==> src/rtl/serial_alu.sv <==
// Bit-serial ALU: latches WIDTH-bit operands and a mode, then computes one
// result bit per clock (LSB first) through a single slice, with flags on completion.
//
// state  | meaning
// S_IDLE | READY=1, waiting for START; accepts operands and mode
// S_RUN  | BUSY=1, one result bit per clock, LSB first
// S_DONE | DONE=1 for one cycle, output registers hold the new result

module serial_alu #(
  parameter  int WIDTH = 8,
  localparam int CNT_W = $clog2(WIDTH + 1)
) (
  input  logic             CLK,
  input  logic             RST_N,
  input  logic             START,
  input  logic [2:0]       Mode,
  input  logic [WIDTH-1:0] A,
  input  logic [WIDTH-1:0] B,
  input  logic             C_in,
  output logic             READY,
  output logic             BUSY,
  output logic             DONE,
  output logic [WIDTH-1:0] X,
  output logic             C_out,
  output logic             ZERO,
  output logic             OVF,
  output logic             ERR
);

  typedef enum logic [1:0] {
    S_IDLE = 2'b00,
    S_RUN  = 2'b01,
    S_DONE = 2'b10
  } state_t;

  localparam logic [2:0] MODE_ADD  = 3'b000;
  localparam logic [2:0] MODE_AND  = 3'b001;
  localparam logic [2:0] MODE_OR   = 3'b010;
  localparam logic [2:0] MODE_XOR  = 3'b011;
  localparam logic [2:0] MODE_XNOR = 3'b100;
  localparam logic [2:0] MODE_SUB  = 3'b101;

  state_t           state_q, state_d;
  logic [CNT_W-1:0] cnt_q;
  logic [WIDTH-1:0] a_q, b_q, shift_q;
  logic [2:0]       mode_q;
  logic             carry_q;

  logic             accept, last_bit;
  logic             is_add, is_sub, is_arith, is_reserved;
  logic             a_bit, b_bit, sum_bit, carry_nx, r_bit;
  logic [WIDTH-1:0] res_full;

  assign accept   = (state_q == S_IDLE) && START;
  assign last_bit = (state_q == S_RUN) && (cnt_q == CNT_W'(WIDTH - 1));

  // FSM state register
  always_ff @(posedge CLK or negedge RST_N) begin
    if (!RST_N) state_q <= S_IDLE;
    else        state_q <= state_d;
  end

  // FSM next state and handshake outputs
  always_comb begin
    state_d = state_q;
    READY   = 1'b0;
    BUSY    = 1'b0;
    DONE    = 1'b0;
    unique case (state_q)
      S_IDLE: begin
        READY = 1'b1;
        if (START) state_d = S_RUN;
      end
      S_RUN: begin
        BUSY = 1'b1;
        if (last_bit) state_d = S_DONE;
      end
      S_DONE: begin
        DONE    = 1'b1;
        state_d = S_IDLE;
      end
      default: state_d = S_IDLE;
    endcase
  end

  // Single-bit slice; operands are shifted right so bit 0 is always current
  assign is_add      = (mode_q == MODE_ADD);
  assign is_sub      = (mode_q == MODE_SUB);
  assign is_arith    = is_add | is_sub;
  assign is_reserved = mode_q[2] & mode_q[1];

  assign a_bit    = a_q[0];
  assign b_bit    = b_q[0] ^ is_sub;
  assign sum_bit  = a_bit ^ b_bit ^ carry_q;
  assign carry_nx = (a_bit & b_bit) | (carry_q & (a_bit ^ b_bit));

  always_comb begin
    r_bit = 1'b0;
    unique case (mode_q)
      MODE_ADD, MODE_SUB: r_bit = sum_bit;
      MODE_AND:           r_bit = a_q[0] & b_q[0];
      MODE_OR:            r_bit = a_q[0] | b_q[0];
      MODE_XOR:           r_bit = a_q[0] ^ b_q[0];
      MODE_XNOR:          r_bit = ~(a_q[0] ^ b_q[0]);
      default:            r_bit = 1'b0;
    endcase
  end

  assign res_full = {r_bit, shift_q[WIDTH-1:1]};

  always_ff @(posedge CLK or negedge RST_N) begin
    if (!RST_N) begin
      cnt_q   <= '0;
      a_q     <= '0;
      b_q     <= '0;
      shift_q <= '0;
      mode_q  <= '0;
      carry_q <= 1'b0;
      X       <= '0;
      C_out   <= 1'b0;
      ZERO    <= 1'b0;
      OVF     <= 1'b0;
      ERR     <= 1'b0;
    end else if (accept) begin
      cnt_q   <= '0;
      a_q     <= A;
      b_q     <= B;
      mode_q  <= Mode;
      shift_q <= '0;
      // SUB is A + ~B + ~borrow, so the borrow-in enters inverted
      if (Mode == MODE_ADD)      carry_q <= C_in;
      else if (Mode == MODE_SUB) carry_q <= ~C_in;
      else                       carry_q <= 1'b0;
    end else if (state_q == S_RUN) begin
      cnt_q   <= cnt_q + CNT_W'(1);
      a_q     <= a_q >> 1;
      b_q     <= b_q >> 1;
      shift_q <= res_full;
      if (is_arith) carry_q <= carry_nx;
      if (last_bit) begin
        X     <= res_full;
        C_out <= is_arith & carry_nx;
        OVF   <= is_arith & (carry_q ^ carry_nx);
        ZERO  <= (res_full == '0);
        ERR   <= is_reserved;
      end
    end
  end

endmodule

==> config.mk <==
export PLATFORM = sky130hd
export DESIGN_NAME = serial_alu
export DESIGN_NICKNAME = d
export VERILOG_FILES = /design/src/rtl/serial_alu.sv
export SDC_FILE = /design/constraint.sdc
export NUM_CORES = 1
export LEC_CHECK = 0
export CORE_MARGIN = 1.5
export CORE_UTILIZATION = 23
export DETAILED_ROUTE_END_ITERATION = 12
export HOLD_SLACK_MARGIN = 0.05
export PLACE_DENSITY_LB_ADDON = 0.05
export SYNTH_ARGS = -nofsm -noshare
export SYNTH_HDL_FRONTEND = slang
export SYNTH_SLANG_ARGS = --single-unit
==> constraint.sdc <==
create_clock -name CLK -period 2.7 [get_ports CLK]
set_input_delay 0.54 -clock CLK [delete_from_list [all_inputs] [get_ports CLK]]
set_output_delay 0.54 -clock CLK [all_outputs]
set_load 0.05 [all_outputs]
Word level (Yosys, flattened, before mapping)
Index checks and enable logic that the tools add are counted.
Word-level totals
  register bits: 46
  bits in latches: 0
  bits in writable memories: 0
  ROM bits: 0
  input bits: 23
  output and inout port bits: 15
  word-level logic and storage cells: 73
  memories: 0
Cells by class
  $add $sub $neg: 1
  $mul: 0
  divide/modulo/power cells: 0
  $lt $le $gt $ge: 0
  eq/ne operators: 11
  shifts and indexed selects: 0
  multiplexer cells: 20
  bitwise operators: 17
  reduce and logical (&&, ||, !) cells: 12
Operators by type and width (number)
  $mux 8: 6
  $eq 3x3->1 const B: 3
  $logic_not 8->1: 1
  $mux 1: 8
  $mux 4: 2
  $and 1x1->1: 6
  $eq 3x2->1 const B: 2
  $logic_not 3->1: 2
  $pmux 1 s5: 1
  $xor 1x1->1: 5
  $add 4x1->4 const B: 1
  $eq 4x3->1 const B: 1
  $mux 2: 2
  $ne 2x2->1 const B: 2
  $pmux 2 s2: 1
  $reduce_and 2->1: 2
  $reduce_bool 2->1: 2
  $eq 3x1->1 const B: 1
  $not 1->1: 3
  $or 1x1->1: 3
  $reduce_and 3->1: 1
  $eq 2x1->1 const B: 1
  $eq 2x2->1 const B: 1
  $logic_and 1x1->1: 2
  2 further kinds: 2

Depth between registers and ports, before layout
Gate-level depths: netlist (run 1).
  word-level depth: 8
  gate-level depth with buffers: 8

Least setup slack after synthesis (run 1)
OpenSTA, ideal clock, no wires.
  path kind: register to register
  start: register mode_q[1]
  end: register X[7]
  library setup time: 0.125 ns
  arrival: 1.907 ns
  slack: 0.668 ns
  stages on the path, launching flop included: 9
  period minus slack after synthesis: 2.032 ns
  cell sequence: dfrtp_1 buf_6 nand3b_1 xnor2_1 fa_1 nor2b_1 nor3_1 o32ai_2 mux2_4
On the way
  longest elaborated chain between the ends: 5
RTL lines
  start: declaration: RTL line 46  | logic [2:0] mode_q;
  start signal: assignment: RTL line 128  | mode_q <= Mode;
  $eq 3x3->1: RTL line 88, 99
  $xor 1x1->1: RTL line 93  | assign b_bit = b_q[0] ^ is_sub;
  $xor 1x1->1 (2 in series): RTL line 94  | assign sum_bit = a_bit ^ b_bit ^ carry_q;
  $pmux 1 s5 (*): RTL line 99  | unique case (mode_q)
  end signal: assignment: RTL line 141  | X <= res_full;
  end: declaration: RTL line 23  | output logic [WIDTH-1:0] X,
Mark *: on every way between the ends. The rest lies on a longest branch, timed or not.
A chain may end at the register's enable or synchronous reset.

Worst setup path in the final report (run 1)
  start: register state_q[0]
  end: output port READY
On the way
  longest elaborated chain between the ends: 2
RTL lines
  start: declaration: RTL line 43  | state_t state_q, state_d;
  start signal: assignment: RTL line 60  | else state_q <= state_d;
  $logic_not 2->1: RTL line 69  | unique case (state_q)
  $mux 1: RTL line 69
  end: declaration: RTL line 20  | output logic READY,
No other way between the ends.

==> results.json, run 1 <==
{
  "run_status": "completed",
  "cts_hold_buf": 0,
  "crit_arrival_ns": 1.72,
  "yosysTopAreaCell": "dfrtp_1",
  "placed_area_sq_mm": 0.00254,
  "tightestPinTransition_ns": 0.602,
  "synth_xor_area_share_pct": 1.28,
  "ys_seq_elements": 45,
  "antenna_found_initial": 0,
  "switchingPower_mw": 1.39,
  "pre_cts_slack_ns": 0.517,
  "hold_viol": 0,
  "critPathLaunch": "state_q[0]$_DFFE_PN0P_",
  "cts-buffers-inserted": 5,
  "p_int_mw": 1.79,
  "drive_above_1_share_pct": 10.0,
  "synthAdderAreaFrac_pct": 2.79,
  "max_freq_mhz": 442,
  "finalSetupTns_ns": 0,
  "ir_worst_vdd_v": 0.000346,
  "cts_resized": 0,
  "clock-sinks": 45,
  "yosysSeqAreaShare_pct": 54.7,
  "place_congestion": 0.684,
  "core_region_area_sq_mm": 0.00868,
  "final_nets": 277,
  "syn_area_sq_mm": 0.00206,
  "synth.distinct_cells": 38,
  "drtPass1Iterations": 4,
  "die_w_microns": 97.6,
  "hp-class": "in -> async",
  "io_buffers": 37,
  "htreeDepth": 2,
  "grt_pass1_wl_mm": 8.58,
  "rows": 34,
  "critical-path-top-delay-family": "buffers and inverters",
  "io_pins": 38,
  "synth_warnings": 0,
  "finalNonFillerCells": 358,
  "overflow": 0,
  "post_cts_buffers": 0,
  "dp_hpwl_mm": 3.22,
  "cp.required_ns": 2.16,
  "relSlewSlack_pct": 59.9,
  "synth_top_cell_area_share_pct": 54.7,
  "synth_top_family_by_area": "simple AND/OR/NAND/NOR gates",
  "cp.buffers_inverters": 1,
  "area_growth_pct": 27.7,
  "power_density_mw_per_mm2": 1210,
  "reg2regPathDepth": 7,
  "cts_tree": "yes",
  "fp.dieH_microns": 97.6,
  "grt_use_total_pct": 11.2,
  "swShare_pct": 43.8,
  "critical-path-slowest-cell": "clkdlybuf4s50_1",
  "drv_cap": 0,
  "fin_ws_ns": 0.436,
  "crit_type": "reg -> out",
  "grt_util_met3_pct": 2.30,
  "via_per_inst": 4.37,
  "gr-usage-met1_pct": 15.5,
  "placed_cells": 351,
  "cp_max_fo": 4,
  "p_leak_nw": 1.18,
  "synth_area_leaders": "dfrtp_1, nand2_1, a22oi_1",
  "cpPeakStageDelay_ns": 0.82,
  "period_share_pct": 83.9,
  "r2r_slack_ns": 0.49,
  "drc": 0,
  "clockRootBuffer": "clkbuf_8",
  "path_cells": "nor2_1 > clkdlybuf4s50_1",
  "synth_compound_area_share_pct": 12.3,
  "cp.depth": 2,
  "vias": 1563,
  "seq_power_share_pct": 37.8,
  "clk_path_buf_depth": 2,
  "end_kind": "output port",
  "setup_viol": 0,
  "synthSimpleGateAreaFrac_pct": 22.6,
  "grt_max_degree": 46,
  "grt_use_met2_pct": 17.4,
  "mostFrequentLayoutCells": "nand2_1, dfrtp_1, clkdlybuf4s50_1",
  "clk_pin_slew_ns": 0.08,
  "power_frac_comb_pct": 48.6,
  "synth_cells": 212,
  "muxShareOfSynthArea_pct": 1.94,
  "fin_area_sq_mm": 0.00263,
  "die_area_sq_mm": 0.00953,
  "drt_wl_total_mm": 4.88,
  "start_kind": "flip-flop",
  "grt_pass1_vias": 1735,
  "clkPwrFrac_pct": 13.6,
  "ant_nets": 0,
  "synthesis.nets": 239,
  "final_util_pct": 30.3,
  "fin_crit_ns": 2.26,
  "wire_per_inst_microns": 13.6,
  "clk_latency_ns": 0.29,
  "skew_ns": 0.00647,
  "maxSlewViolCount": 0,
  "r2r-end": "X[7]$_DFFE_PN0P_",
  "first_iter_violations": 68,
  "grt_most_used_layer": "met2",
  "r2r_start": "mode_q[1]$_DFFE_PN0P_",
  "final_common_cell": "nand2_1",
  "start_util_pct": 23.7,
  "synth_area_per_cell_sq_um": 9.71,
  "n_antenna_cell": 0,
  "rsz0062_at_grt": "no"
}
-- Yosys cell counts --
library cell  count
nand3b_1          2
o2bb2ai_1         1
a22oi_1          12
o21ai_0           1
fa_1              1
nand2_2           1
buf_4             2
dfrtp_1          45
mux2i_1           1
nor4_1            1
inv_2             2
mux2_4            2
clkbuf_1          2
a221o_1           2
buf_6             2
nand2_1          79
nor3_1            6
nor2_4            1
inv_1             2
xnor2_1           1
nand2b_2          1
ha_1              3
a22o_1            2
o32ai_2           1
nor3b_4           1
a21oi_2           1
nor2b_1           3
nand4_1           1
nand3_1           3
xor2_1            2
o21ai_1          14
nor2_1            2
and3b_1           1
buf_2             6
a21oi_1           2
nor3b_1           1
a21boi_0          1
or3b_1            1
-- worst max path at each step --
stage	endpoint	slack, ns
2_1_floorplan	X[7]$_DFFE_PN0P_	0.67
3_3_place_gp	X[7]$_DFFE_PN0P_	0.56
3_5_place_dp	X[7]$_DFFE_PN0P_	0.52
4_1_cts	READY	0.41
5_1_grt	X[7]$_DFFE_PN0P_	0.37
6_report	READY	0.44
-- through the flow --
stage	power, mW	hold WS [ns]
6_report	3.19	0.334
5_1_grt	3.49	0.391
3_3_place_gp	2.80	0.462
3_5_place_dp	2.80	0.463
2_1_floorplan	2.32	0.244
4_1_cts	3.26	0.361
-- metal layers --
| layer | part of all wire (%) | up-vias |
|---|---|---|
| met1 | 51 | 756 |
| met3 | 3.1 | 2 |
| met5 | 0 | - |
| li1 | - | 783 |
| met4 | 0.74 | 0 |
| met2 | 46 | 22 |
-- flip-flops by register name, indices dropped and copies added, names as in the netlist --
name     count
shift_q      7
b_q          8
carry_q      1
cnt_q        4
C_out        1
mode_q       3
state_q      2
X            8
ZERO         1
OVF          1
a_q          8
ERR          1
-- area by class of cell --
type                    instances  area, sq um
multi-input cells             151          843
flip-flops and latches         45         1130
fillers                       933         6050
clock inverters                 1         7.51
inverters                       4         15.0
clock buffers                   6         82.6
repair buffers                 43          420
well taps                     108          135
-- kinds of logic after synthesis --
logic type,after synthesis
AOI/OAI and AO/OA,37
xor gates and xnor gates,3
adders and majority gates,4
buffers and inverters,16
DFF,45
muxes,3
and+or+nand+nor,104
-- power groups by stage --
stage | Sequential (mW) | Clock, mW | Combinational, mW
global placement | 1.22 | 0 | 1.58
floorplan | 1.39 | 0 | 0.932
global route | 1.25 | 0.495 | 1.74
finish | 1.20 | 0.434 | 1.55
CTS | 1.21 | 0.466 | 1.58
detailed placement | 1.22 | 0 | 1.57
(Power assumes the default switching activity.)
==> run 2, diff against run 1 <==
==> constraint.sdc (replaced) <==
create_clock -name CLK -period 2.2 [get_ports CLK]
set_input_delay 0.44 -clock CLK [delete_from_list [all_inputs] [get_ports CLK]]
set_output_delay 0.44 -clock CLK [all_outputs]
set_load 0.05 [all_outputs]
==> run 2 against run 1 <==
  * Setup slack worse by 0.25 ns
  * Design area is 1.4% higher
  * Via count is 2.7% higher
  * Core utilization is 0.42 points higher
  * Sequential share of layout area is 0.58 points lower
  * Total power is 25% higher
  * Clock skew is 0.0024 ns higher
  * Final cell count is 1.7% higher
==> results.json, run 2 (synthesis gave the netlist of run 1 again) <==
{
  "drive_above_1_share_pct": 12.5,
  "grt_max_degree": 46,
  "cts_hold_buf": 0,
  "drt_wl_total_mm": 4.93,
  "io_pins": 38,
  "first_iter_violations": 64,
  "post_cts_buffers": 0,
  "cp.required_ns": 2.39,
  "start_util_pct": 23.7,
  "mostFrequentLayoutCells": "nand2_1, dfrtp_1, clkdlybuf4s50_1",
  "area_growth_pct": 29.5,
  "relSlewSlack_pct": 59.1,
  "die_area_sq_mm": 0.00953,
  "fp.dieH_microns": 97.6,
  "ir_worst_vdd_v": 0.000542,
  "r2r_slack_ns": 0.18,
  "grt_pass1_vias": 1725,
  "antenna_found_initial": 0,
  "finalNonFillerCells": 364,
  "drc": 0,
  "run_status": "completed",
  "io_buffers": 37,
  "clockRootBuffer": "clkbuf_8",
  "finalSetupTns_ns": 0,
  "drv_cap": 0,
  "vias": 1605,
  "fillCellCount": 958,
  "hold_viol": 0,
  "cts_resized": 0,
  "wire_per_inst_microns": 13.5,
  "crit_type": "reg -> reg",
  "setup_viol": 0,
  "ant_nets": 0,
  "final_nets": 283,
  "tightestPinTransition_ns": 0.613,
  "crit_arrival_ns": 2.21,
  "maxSlewViolCount": 0,
  "placed_cells": 357,
  "clk_pin_slew_ns": 0.09,
  "rsz0062_at_grt": "no",
  "hp-class": "in -> async",
  "place_congestion": 0.668,
  "via_per_inst": 4.41,
  "cts_tree": "yes",
  "cp_max_fo": 3,
  "largestRegisters": "X x8, a_q x8, b_q x8",
  "n_antenna_cell": 0,
  "max_freq_mhz": 496,
  "end_kind": "flip-flop",
  "fin_crit_ns": 2.02,
  "period_share_pct": 91.6,
  "cts-buffers-inserted": 5,
  "clk_latency_ns": 0.30,
  "skew_ns": 0.00887,
  "htreeDepth": 2,
  "overflow": 0,
  "p_leak_nw": 1.22,
  "drtPass1Iterations": 4,
  "dp_hpwl_mm": 3.35,
  "die_w_microns": 97.6,
  "grt_pass1_wl_mm": 8.71,
  "core_region_area_sq_mm": 0.00868,
  "rows": 34,
  "clk_path_buf_depth": 2,
  "timing.hold.ws_ns": 0.219,
  "grt_use_total_pct": 11.5,
  "power_density_mw_per_mm2": 1490,
  "final_common_cell": "nand2_1",
  "clock-sinks": 45,
  "start_kind": "flip-flop"
}
-- run 2: final cells by class --
type | instances | area (sq um) | area share, %
multi-input cells | 151 | 843 | 31.6
repair buffers | 49 | 460 | 17.3
inverters | 4 | 15.0 | 0.563
well taps | 108 | 135 | 5.07
clock buffers | 7 | 86.3 | 3.24
flip-flops and latches | 45 | 1130 | 42.2
-- run 2: final timing paths --
check | from | cells past startpoint | endpoint
max | mode_q[1]$_DFFE_PN0P_ | 7 | X[7]$_DFFE_PN0P_
min | RST_N | 2 | mode_q[2]$_DFFE_PN0P_
max reg2reg | mode_q[1]$_DFFE_PN0P_ | 7 | X[7]$_DFFE_PN0P_
min reg2reg | cnt_q[3]$_DFFE_PN0P_ | 1 | cnt_q[3]$_DFFE_PN0P_
max in group asynchronous | RST_N | 2 | cnt_q[1]$_DFFE_PN0P_
min in group CLK | cnt_q[3]$_DFFE_PN0P_ | 1 | cnt_q[3]$_DFFE_PN0P_
-- run 2: critical path, cell delays in order (launching register included) --
cell,delay (ns)
dfrtp_1,0.38
nand3b_1,0.18
xnor2_1,0.18
fa_1,0.45
nor2b_1,0.14
nor3_1,0.16
o32ai_2,0.15
mux2_4,0.27
-- run 2: routing by layer --
metal,up-vias,track usage (%),wire [microns]
met5,-,0,0
met4,0,3.96,53
met3,4,2.52,197
met2,37,18.0,2210
met1,768,15.6,2470
li1,796,-,-
-- run 2: report_power, final --
| part | switching, mW | leakage, nW | internal [mW] |
|---|---|---|---|
| sequential | 0.250 | 0.573 | 1.18 |
| combinational | 1.19 | 0.599 | 0.813 |
| clock | 0.289 | 0.0443 | 0.250 |
| total | 1.73 | 1.22 | 2.25 |
-- run 2: through the flow --
stage | cell area, sq um | power, mW | setup WS, ns | util (%)
after floorplan | 2060 | 2.85 | 0.168 | -
after global placement | 2580 | 3.49 | 0.217 | 29.7
after detailed placement | 2580 | 3.49 | 0.178 | 29.7
after CTS | 2670 | 4.04 | 0.171 | 30.7
after global routing | 2670 | 4.32 | 0.0479 | 30.7
final | 2670 | 3.97 | 0.184 | 30.7
==> run 3, diff against run 2 <==
--- a/config.mk
+++ b/config.mk
@@ -5,7 +5,6 @@
 export SDC_FILE = /design/constraint.sdc
 export NUM_CORES = 1
 export LEC_CHECK = 0
-export CORE_MARGIN = 1.5
 export CORE_UTILIZATION = 23
 export DETAILED_ROUTE_END_ITERATION = 12
 export HOLD_SLACK_MARGIN = 0.05
==> run 3 against run 2 <==
  * Setup slack improved by 0.0047 ns
  * First-iteration DRC count fell by 31%
  * Critical path type unchanged
  * Via count fell by 2.6%
  * Largest power group unchanged
  * Final cell count fell by 0.55%
  * Count of clock-buffer cells in the layout fell by 2
  * Sequential share of layout area fell by 0.24 points
  * Critical path depth did not move
==> results.json, run 3 (synthesis gave the netlist of run 1 again) <==
{
  "maxSlewViolCount": 0,
  "cts-buffers-inserted": 5,
  "cts_resized": 0,
  "skew_ns": 0.00774,
  "crit_type": "reg -> reg",
  "ant_nets": 0,
  "hp-class": "in -> async",
  "start_kind": "flip-flop",
  "start_util_pct": 23.7,
  "fillCellCount": 950,
  "drv_cap": 0,
  "io_buffers": 37,
  "first_iter_violations": 44,
  "cts_hold_buf": 0,
  "area_growth_pct": 30.2,
  "p_leak_nw": 1.22,
  "rows": 34,
  "cp.required_ns": 2.38,
  "via_per_inst": 4.32,
  "seq_power_share_pct": 35.6,
  "power_frac_comb_pct": 49.1,
  "overflow": 0,
  "cts_tree": "yes",
  "end_kind": "flip-flop",
  "setup_viol": 0,
  "ir_worst_vdd_v": 0.000479,
  "switchingPower_mw": 1.70,
  "grt_pass1_wl_mm": 8.20,
  "drc": 0,
  "swShare_pct": 42.4,
  "die_area_sq_mm": 0.00934,
  "finalNonFillerCells": 362,
  "post_cts_buffers": 0,
  "drtPass1Iterations": 4,
  "tightestPinTransition_ns": 0.498,
  "dp_hpwl_mm": 3.19,
  "core_region_area_sq_mm": 0.00868,
  "grt_use_total_pct": 10.9,
  "clk_latency_ns": 0.30,
  "max_freq_mhz": 497,
  "grt_pass1_vias": 1692,
  "rsz0062_at_grt": "no",
  "final_nets": 281,
  "period_share_pct": 91.4,
  "fin_ws_ns": 0.189,
  "io_pins": 38,
  "totalPowerFinal_mw": 4.01,
  "fp.dieH_microns": 96.6,
  "hold_viol": 0,
  "pre_cts_slack_ns": 0.189,
  "placed_cells": 355,
  "cp_max_fo": 3,
  "p_int_mw": 2.31,
  "power_density_mw_per_mm2": 1500,
  "finalSetupTns_ns": 0,
  "clkPwrFrac_pct": 15.3,
  "die_w_microns": 96.6,
  "clk_path_buf_depth": 2,
  "antenna_found_initial": 0,
  "crit_arrival_ns": 2.19,
  "mostFrequentLayoutCells": "nand2_1, dfrtp_1, clkdlybuf4s50_1",
  "clk_pin_slew_ns": 0.08,
  "largestRegisters": "X x8, a_q x8, b_q x8",
  "place_congestion": 0.678,
  "htreeDepth": 2,
  "relSlewSlack_pct": 66.7,
  "final_common_cell": "nand2_1",
  "clock-sinks": 45,
  "fin_crit_ns": 2.01,
  "wire_per_inst_microns": 13.1,
  "drt_wl_total_mm": 4.74,
  "grt_max_degree": 46,
  "drive_above_1_share_pct": 12.2,
  "vias": 1563,
  "n_antenna_cell": 0,
  "clockRootBuffer": "clkbuf_8",
  "run_status": "completed"
}
==> run 3: cell count changes in the layout (fill, tap and decap cells not counted), sizes merged <==
cell / previous run / this run
buf: 16 / 14
clkbuf: 7 / 5
bufinv: 0 / 1
clkinv: 0 / 1
==> run 3: worst paths after layout <==
kind | startpoint | to | slack, ns | cells after the start
min in group CLK | cnt_q[3]$_DFFE_PN0P_ | cnt_q[3]$_DFFE_PN0P_ | 0.47 | 1
hold / removal | RST_N | carry_q$_DFFE_PN0P_ | 0.11 | 2
setup reg to reg | mode_q[1]$_DFFE_PN0P_ | X[7]$_DFFE_PN0P_ | 0.19 | 7
setup / recovery | mode_q[1]$_DFFE_PN0P_ | X[7]$_DFFE_PN0P_ | 0.19 | 7
hold reg to reg | cnt_q[3]$_DFFE_PN0P_ | cnt_q[3]$_DFFE_PN0P_ | 0.47 | 1
max in group asynchronous | RST_N | a_q[6]$_DFFE_PN0P_ | 1.85 | 2
==> run 3: area by class of cell <==
cell class / instances / area [sq um] / share of cell area, %
Sequential cell: 45 / 1130 / 42.0
Inverter: 4 / 15.0 / 0.560
Tap cell: 108 / 135 / 5.04
Multi-Input combinational cell: 151 / 843 / 31.5
Clock inverter: 2 / 35.0 / 1.31
Timing Repair Buffer: 47 / 458 / 17.1
Clock buffer: 5 / 68.8 / 2.57
==> run 3: critical path: stages (launching register included) <==
cell	delay (ns)
dfrtp_1	0.38
nand3b_1	0.17
xnor2_1	0.19
fa_1	0.44
nor2b_1	0.14
nor3_1	0.17
o32ai_2	0.15
mux2_4	0.27
==> run 3: per-layer routing <==
layer	vias to the layer above	share of wire (%)	GRT usage (%)
li1	791	-	-
met1	742	49	14.5
met2	25	46	17.4
met3	5	3.5	2.46
met4	0	1.2	3.79
met5	-	0	0
==> run 3: per-stage QoR <==
stage | hold slack [ns] | util, % | area (sq um)
after global routing | 0.133 | 30.9 | 2680
after global placement | 0.455 | 29.7 | 2580
after detailed placement | 0.453 | 29.7 | 2580
final | 0.109 | 30.9 | 2680
after CTS | 0.129 | 30.9 | 2680
after floorplan | 0.144 | - | 2060
==> run 3: power by group through the flow <==
| stage | combinational, mW | clock, mW | sequential (mW) |
|---|---|---|---|
| final | 1.97 | 0.613 | 1.43 |
| after global routing | 2.20 | 0.676 | 1.49 |
| after CTS | 2.01 | 0.641 | 1.43 |
| after detailed placement | 2.01 | 0 | 1.44 |
| after global placement | 2.01 | 0 | 1.45 |
| after floorplan | 1.14 | 0 | 1.71 |
